`src/rtl/control_pkg.sv`:
```
// ============================================================================
// Module  : control_pkg
// Purpose : Shared control-word bit positions, instruction field encodings and
//           sequencer state codes for control_sequencer and instr_decode.
// Rev     : 1.0  initial release
// ============================================================================
`default_nettype none

package control_pkg;

    localparam int c_ctrl_w = 14;

    localparam int c_b_load_ir    = 13;
    localparam int c_b_load_pc    = 12;
    localparam int c_b_load_a     = 11;
    localparam int c_b_load_b     = 10;
    localparam int c_b_load_x     = 9;
    localparam int c_b_load_q     = 8;
    localparam int c_b_load_m     = 7;
    localparam int c_b_assert_rom = 6;
    localparam int c_b_assert_ram = 5;
    localparam int c_b_assert_a   = 4;
    localparam int c_b_assert_x   = 3;
    localparam int c_b_assert_alu = 2;
    localparam int c_b_do_sub     = 1;
    localparam int c_b_inc_pc     = 0;

    localparam logic [2:0] c_dst_a    = 3'd0;
    localparam logic [2:0] c_dst_b    = 3'd1;
    localparam logic [2:0] c_dst_x    = 3'd2;
    localparam logic [2:0] c_dst_q    = 3'd3;
    localparam logic [2:0] c_dst_pc   = 3'd4;
    localparam logic [2:0] c_dst_pcz  = 3'd5;
    localparam logic [2:0] c_dst_m    = 3'd6;
    localparam logic [2:0] c_dst_halt = 3'd7;

    localparam logic [1:0] c_src_imm = 2'd0;
    localparam logic [1:0] c_src_a   = 2'd1;
    localparam logic [1:0] c_src_x   = 2'd2;
    localparam logic [1:0] c_src_alu = 2'd3;

    typedef logic [1:0] state_t;

    localparam state_t c_st_fetch = 2'd0;
    localparam state_t c_st_exec  = 2'd1;
    localparam state_t c_st_halt  = 2'd2;

endpackage

`default_nettype wire

```
`src/rtl/instr_decode.sv`:
```
// ============================================================================
// Module  : instr_decode
// Purpose : Combinational map from (state, instruction bits [7:2], zero flag)
//           to the 14-bit control word registered by control_sequencer.
// Rev     : 1.0  initial release
// ============================================================================
`default_nettype none

module instr_decode
    import control_pkg::*;
(
    input  state_t               i_state,
    input  logic [5:0]           i_op,
    input  logic                 i_zero,
    output logic [c_ctrl_w-1:0]  o_ctrl
);

    logic [2:0] w_dest;
    logic [1:0] w_src;
    logic       w_sub;

    assign w_dest = i_op[5:3];
    assign w_src  = i_op[2:1];
    assign w_sub  = i_op[0];

    always_comb begin
        o_ctrl = '0;
        case (i_state)
            c_st_fetch: begin
                o_ctrl[c_b_load_ir]    = 1'b1;
                o_ctrl[c_b_assert_rom] = 1'b1;
                o_ctrl[c_b_inc_pc]     = 1'b1;
            end
            c_st_exec: begin
                // HALT issues nothing: no load, and nobody drives the bus
                if (w_dest != c_dst_halt) begin
                    case (w_src)
                        c_src_imm: begin
                            o_ctrl[c_b_assert_rom] = 1'b1;
                            o_ctrl[c_b_inc_pc]     = 1'b1;
                        end
                        c_src_a:   o_ctrl[c_b_assert_a] = 1'b1;
                        c_src_x:   o_ctrl[c_b_assert_x] = 1'b1;
                        default: begin
                            o_ctrl[c_b_assert_alu] = 1'b1;
                            o_ctrl[c_b_do_sub]     = w_sub;
                        end
                    endcase
                    case (w_dest)
                        c_dst_a:   o_ctrl[c_b_load_a]  = 1'b1;
                        c_dst_b:   o_ctrl[c_b_load_b]  = 1'b1;
                        c_dst_x:   o_ctrl[c_b_load_x]  = 1'b1;
                        c_dst_q:   o_ctrl[c_b_load_q]  = 1'b1;
                        c_dst_pc:  o_ctrl[c_b_load_pc] = 1'b1;
                        c_dst_pcz: o_ctrl[c_b_load_pc] = i_zero;
                        default:   o_ctrl[c_b_load_m]  = 1'b1;
                    endcase
                end
            end
            default: o_ctrl = '0;
        endcase
    end

endmodule

`default_nettype wire

```
`src/rtl/control_sequencer.sv`:
```
// ============================================================================
// Module  : control_sequencer
// Purpose : FETCH/EXEC/HALT microsequencer with registered control word.
// Config  : define SEQUENCER_STALL_EN to add the 'run' stall input.
// Rev     : 1.0  initial release
// ============================================================================
`default_nettype none

module control_sequencer
    import control_pkg::*;
(
    input  logic                 clk,
    input  logic                 resetB,
`ifdef SEQUENCER_STALL_EN
    input  logic                 run,
`endif
    input  logic [7:0]           dbus,
    input  logic                 zero,
    output logic [c_ctrl_w-1:0]  controlBits,
    output logic [7:0]           ir,
    output logic [7:0]           icount,
    output logic                 halted
);

    state_t               r_state;
    logic [7:0]           r_ir;
    logic [7:0]           r_icount;
    logic                 r_halted;
    logic [c_ctrl_w-1:0]  r_ctrl;
    logic                 r_zero;
    logic                 r_active;

    logic                 w_run;
    logic                 w_fetching;
    state_t               w_state_nxt;
    state_t               w_dec_state;
    logic [5:0]           w_dec_op;
    logic                 w_dec_zero;
    logic [c_ctrl_w-1:0]  w_dec_ctrl;

`ifdef SEQUENCER_STALL_EN
    assign w_run = run;
`else
    assign w_run = 1'b1;
`endif

    always_comb begin
        w_state_nxt = r_state;
        case (r_state)
            c_st_fetch: w_state_nxt = c_st_exec;
            c_st_exec:  w_state_nxt = (r_ir[7:5] == c_dst_halt) ? c_st_halt : c_st_fetch;
            default:    w_state_nxt = r_state;
        endcase
    end

    // r_active low means the current word (0) is not the state's word: after
    // reset or a stall the state is held and its word is (re)issued first.
    assign w_fetching  = r_active && (r_state == c_st_fetch);
    assign w_dec_state = r_active ? w_state_nxt : r_state;
    assign w_dec_op    = w_fetching ? dbus[7:2] : r_ir[7:2];
    assign w_dec_zero  = w_fetching ? zero : r_zero;

    instr_decode u_decode (
        .i_state (w_dec_state),
        .i_op    (w_dec_op),
        .i_zero  (w_dec_zero),
        .o_ctrl  (w_dec_ctrl)
    );

    always_ff @(posedge clk or negedge resetB) begin
        if (!resetB) begin
            r_state  <= c_st_fetch;
            r_ir     <= '0;
            r_icount <= '0;
            r_halted <= 1'b0;
            r_ctrl   <= '0;
            r_zero   <= 1'b0;
            r_active <= 1'b0;
        end else if (!w_run) begin
            r_ctrl   <= '0;
            r_active <= 1'b0;
        end else if (!r_active) begin
            r_ctrl   <= w_dec_ctrl;
            r_active <= 1'b1;
        end else begin
            r_state <= w_state_nxt;
            r_ctrl  <= w_dec_ctrl;
            if (r_state == c_st_fetch) begin
                r_ir   <= dbus;
                r_zero <= zero;
            end
            if (r_state == c_st_exec) begin
                r_icount <= r_icount + 8'd1;
                if (r_ir[7:5] == c_dst_halt)
                    r_halted <= 1'b1;
            end
        end
    end

    assign controlBits = r_ctrl;
    assign ir          = r_ir;
    assign icount      = r_icount;
    assign halted      = r_halted;

endmodule

`default_nettype wire

```
`config.mk`:
```
export PLATFORM = sky130hd
export DESIGN_NAME = control_sequencer
export DESIGN_NICKNAME = d
export VERILOG_FILES = /design/src/rtl/control_pkg.sv /design/src/rtl/instr_decode.sv /design/src/rtl/control_sequencer.sv
export SDC_FILE = /design/constraint.sdc
export NUM_CORES = 1
export LEC_CHECK = 0
export CORE_MARGIN = 2
export CORE_UTILIZATION = 48
export CTS_BUF_LIST = sky130_fd_sc_hd__clkbuf_4 sky130_fd_sc_hd__clkbuf_8
export CTS_CLUSTER_SIZE = 24
export DETAILED_ROUTE_END_ITERATION = 8
export PLACE_DENSITY = 0.83
export SKIP_CTS_REPAIR_TIMING = 1
export SLEW_MARGIN = 20
export SYNTH_ARGS = -nofsm -noshare
export SYNTH_HDL_FRONTEND = slang
export SYNTH_SLANG_ARGS = --single-unit
```
`constraint.sdc`:
```
create_clock -name clk -period 2.1 [get_ports clk]
set_input_delay 0.42 -clock clk [delete_from_list [all_inputs] [get_ports clk]]
set_output_delay 0.42 -clock clk [all_outputs]
set_load 0.05 [all_outputs]
```
==> results.yml <==
outcome:
  status: "complete, but fails checks"
  violations: "DRC"
floorplan:
  coreArea_um2: 2810
  die_width_um: 58.9
  start_util_pct: 51.6
  rows: 19
  die_area_um2: 3470
  io_pins: 42
  die_h_um: 58.9
synth:
  netlist.area_leader.share_pct: 57.0
  synth.area.top_cells: "dfrtp_1, o2111a_1, mux2_1, ha_1, and4_1"
  synthArstFlopShare_pct: 100
  synth_mux_area_share_pct: 6.14
  synth_compound_area_share_pct: 10.6
  synthAdderAreaFrac_pct: 2.59
  synth_nets: 130
  yosysSeqAreaShare_pct: 57.0
  ys_types: 38
  synth_simple_gate_area_share_pct: 13.6
  synth_warnings: 0
  synthesis.area_um2: 1450
  netlist.top_cell.by_area: "dfrtp_1"
  synth_xor_xnor_area_share_pct: 4.24
  synth_top_family_by_area: "simple AND/OR/NAND/NOR gates"
  syn_area_per_cell_um2: 12.5
  synth_ff_type: "dfrtp_1"
  synthCells: 116
  yosys_register_bits: 33
  synth_edf_count: 0
setup_path:
  critical-path-top-delay-family: "buffers and inverters"
  start_kind: "flop"
  cp_max_fo: 5
  cp-end-kind: "output port"
  path_class: "reg -> out"
  r2r_end: "controlBits[6]"
  worst-path-buf-inv: 1
  crit_chain: "clkdlybuf4s50_1"
  slowest_delay_ps: 840
  crit_start: "icount[2]"
  reg2reg_depth: 6
  regToRegSetupSlack_ps: 210
  crit_arrival_ps: 1620
  slowest_stage: "clkdlybuf4s50_1"
  required_ps: 1680
  r2r-start: "r_state[1]"
power:
  pwr-share-clk_pct: 10.5
  p_per_area_nw_per_um2: 1720
  ir_worst_vdd_uv: 932
  power.leakage_uw: 0.000893
  p_int_uw: 1650
  power_frac_comb_pct: 57.2
  power.switching_uw: 1640
  power_frac_seq_pct: 32.3
  switching_share_pct: 49.9
grt:
  grt_usage_pct: 19.9
  overflow: 0
  grt_pass1_vias: 1122
  grt_pass1_wl_um: 5060
  antenna_found_initial: 0
  grt_start_max_net_pins: 34
clock_tree:
  clockBufferDepth: 2
  cts_tree: "built"
  clk_pin_slew_worst_paths_ps: 90
  cts.sinks: 33
  cts_buffers: 5
  htree_levels: 2
  cts-root-buf: "clkbuf_4"
  clk_latency_ps: 340
finish:
  area.growth.synth_to_final_pct: 32.1
  fin_nets: 173
  drive_above_1_share_pct: 10.6
  n_antenna_cell: 0
placement:
  gp_congestion: 0.877
  port_buffers: 40
  dp_hpwl_um: 2200
run:
  drv_cap: 0
detailed_routing:
  viasPerCell: 5.58
  wl_per_cell_um: 15.3
  ant_nets: 0
  wl_um: 2930
  drtIter0Drc: 35
  vias: 1066
  drc_errors: 5
  drtPass1Iterations: 6
timing:
  setup_tns_ps: 0
  finalHoldViolations: 0
  slew_headroom_pct: 66.0
  fmax_mhz: 491
  period_share_pct: 97.1
  timing.final.setup_violations: 0
  tightest_slew_ps: 508
  rsz0062_at_grt: "false"
  fin_skew_ps: 11.5
  maxSlewViolCount: 0
  fin_crit_ps: 2040
  holdWs_ps: 473
hold_path:
  hp-start: "icount[7]"
  whs_path_depth: 1
  min_to: "icount[7]"
  min-delay-path-class: "reg -> reg"
## power by group through the flow
| stage | registers [µW] | clock network [µW] | logic, µW |
|---|---|---|---|
| floorplan | 1780 | 0 | 592 |
| global placement | 1060 | 0 | 1850 |
| detailed placement | 1070 | 0 | 1890 |
| CTS | 1060 | 355 | 1900 |
| global route | 1100 | 383 | 2000 |
| finish | 1060 | 348 | 1880 |
## metal layers
metal | part of all wire, % | track usage [%] | vias to the layer above
met4 | 2.2 | 10.1 | 0
met5 | 0 | 0 | -
met3 | 7.4 | 5.71 | 8
met2 | 49 | 33.5 | 39
li1 | - | - | 500
met1 | 42 | 23.0 | 519
## area by class of cell
type / instances / area, µm²
clock buffer: 6 / 45.0
timing repair buffer: 42 / 420
fill: 203 / 893
multi-input combinational: 70 / 546
clock inverter: 2 / 10.0
sequential: 33 / 826
inverter: 7 / 26.3
tap: 31 / 38.8
## kinds of logic (layout without fill, tap and decap cells)
| group | after synthesis | in the layout |
|---|---|---|
| and+or+nand+nor | 33 | 33 |
| DFF | 33 | 33 |
| buffers and inverters | 13 | 57 |
| muxes | 7 | 7 |
| other | 2 | 2 |
| xor gates and xnor gates | 7 | 7 |
| adders and majority gates | 3 | 3 |
| AOI/OAI and AO/OA | 18 | 18 |
## synthesized netlist by cell type (3+ instances only)
cell type,instances
and3_1,4
nand4_1,5
buf_4,3
and4_1,4
nand2_1,6
xor2_1,4
inv_1,6
dfrtp_1,33
mux2_1,4
o2111a_1,5
nor2_1,3
xnor2_1,3
ha_1,3
## worst max path at each step
stage                            to  slack [ps]  cells past startpoint
finish                    icount[2]          60                      1
global route              icount[0]          20                      1
CTS                           ir[7]          20                      1
detailed placement   controlBits[6]         230                      6
global placement     controlBits[6]         340                      6
floorplan           controlBits[10]         520                      4
## registers in the layout, indices dropped and copies added, names as in the netlist
register	count
controlBits	12
icount	8
ir	8
r_state	2
halted	1
r_active	1
r_zero	1
## through the flow
| stage | setup slack, ps | std cells | power (µW) | util (%) | area [µm²] |
|---|---|---|---|---|---|
| floorplan | 521 | 116 | 2370 | - | 1450 |
| global placement | 345 | 183 | 2920 | 66.0 | 1850 |
| detailed placement | 234 | 183 | 2970 | 66.0 | 1850 |
| CTS | 15.5 | 191 | 3320 | 68.0 | 1910 |
| global route | 18.3 | 191 | 3490 | 68.2 | 1910 |
| finish | 61.4 | 191 | 3300 | 68.2 | 1910 |
## layout by cell type, fill, tap and decap left out, types with 2 or more instances in the layout
cell / instances
nand2_1: 6
clkinv_2: 2
mux2_1: 4
o2111a_1: 5
nand2b_1: 2
dfrtp_1: 33
nand4_1: 5
clkdlybuf4s50_1: 38
ha_1: 3
nor2_1: 3
nand3_1: 2
xnor2_1: 3
and3_1: 4
a21oi_1: 2
xor2_1: 4
clkbuf_4: 6
dlymetal6s2s_1: 2
o21ai_0: 2
conb_1: 2
and2_1: 2
and4_1: 4
buf_4: 2
inv_1: 6
nor3_1: 2
Note: power is estimated with default switching activity, not from simulation.
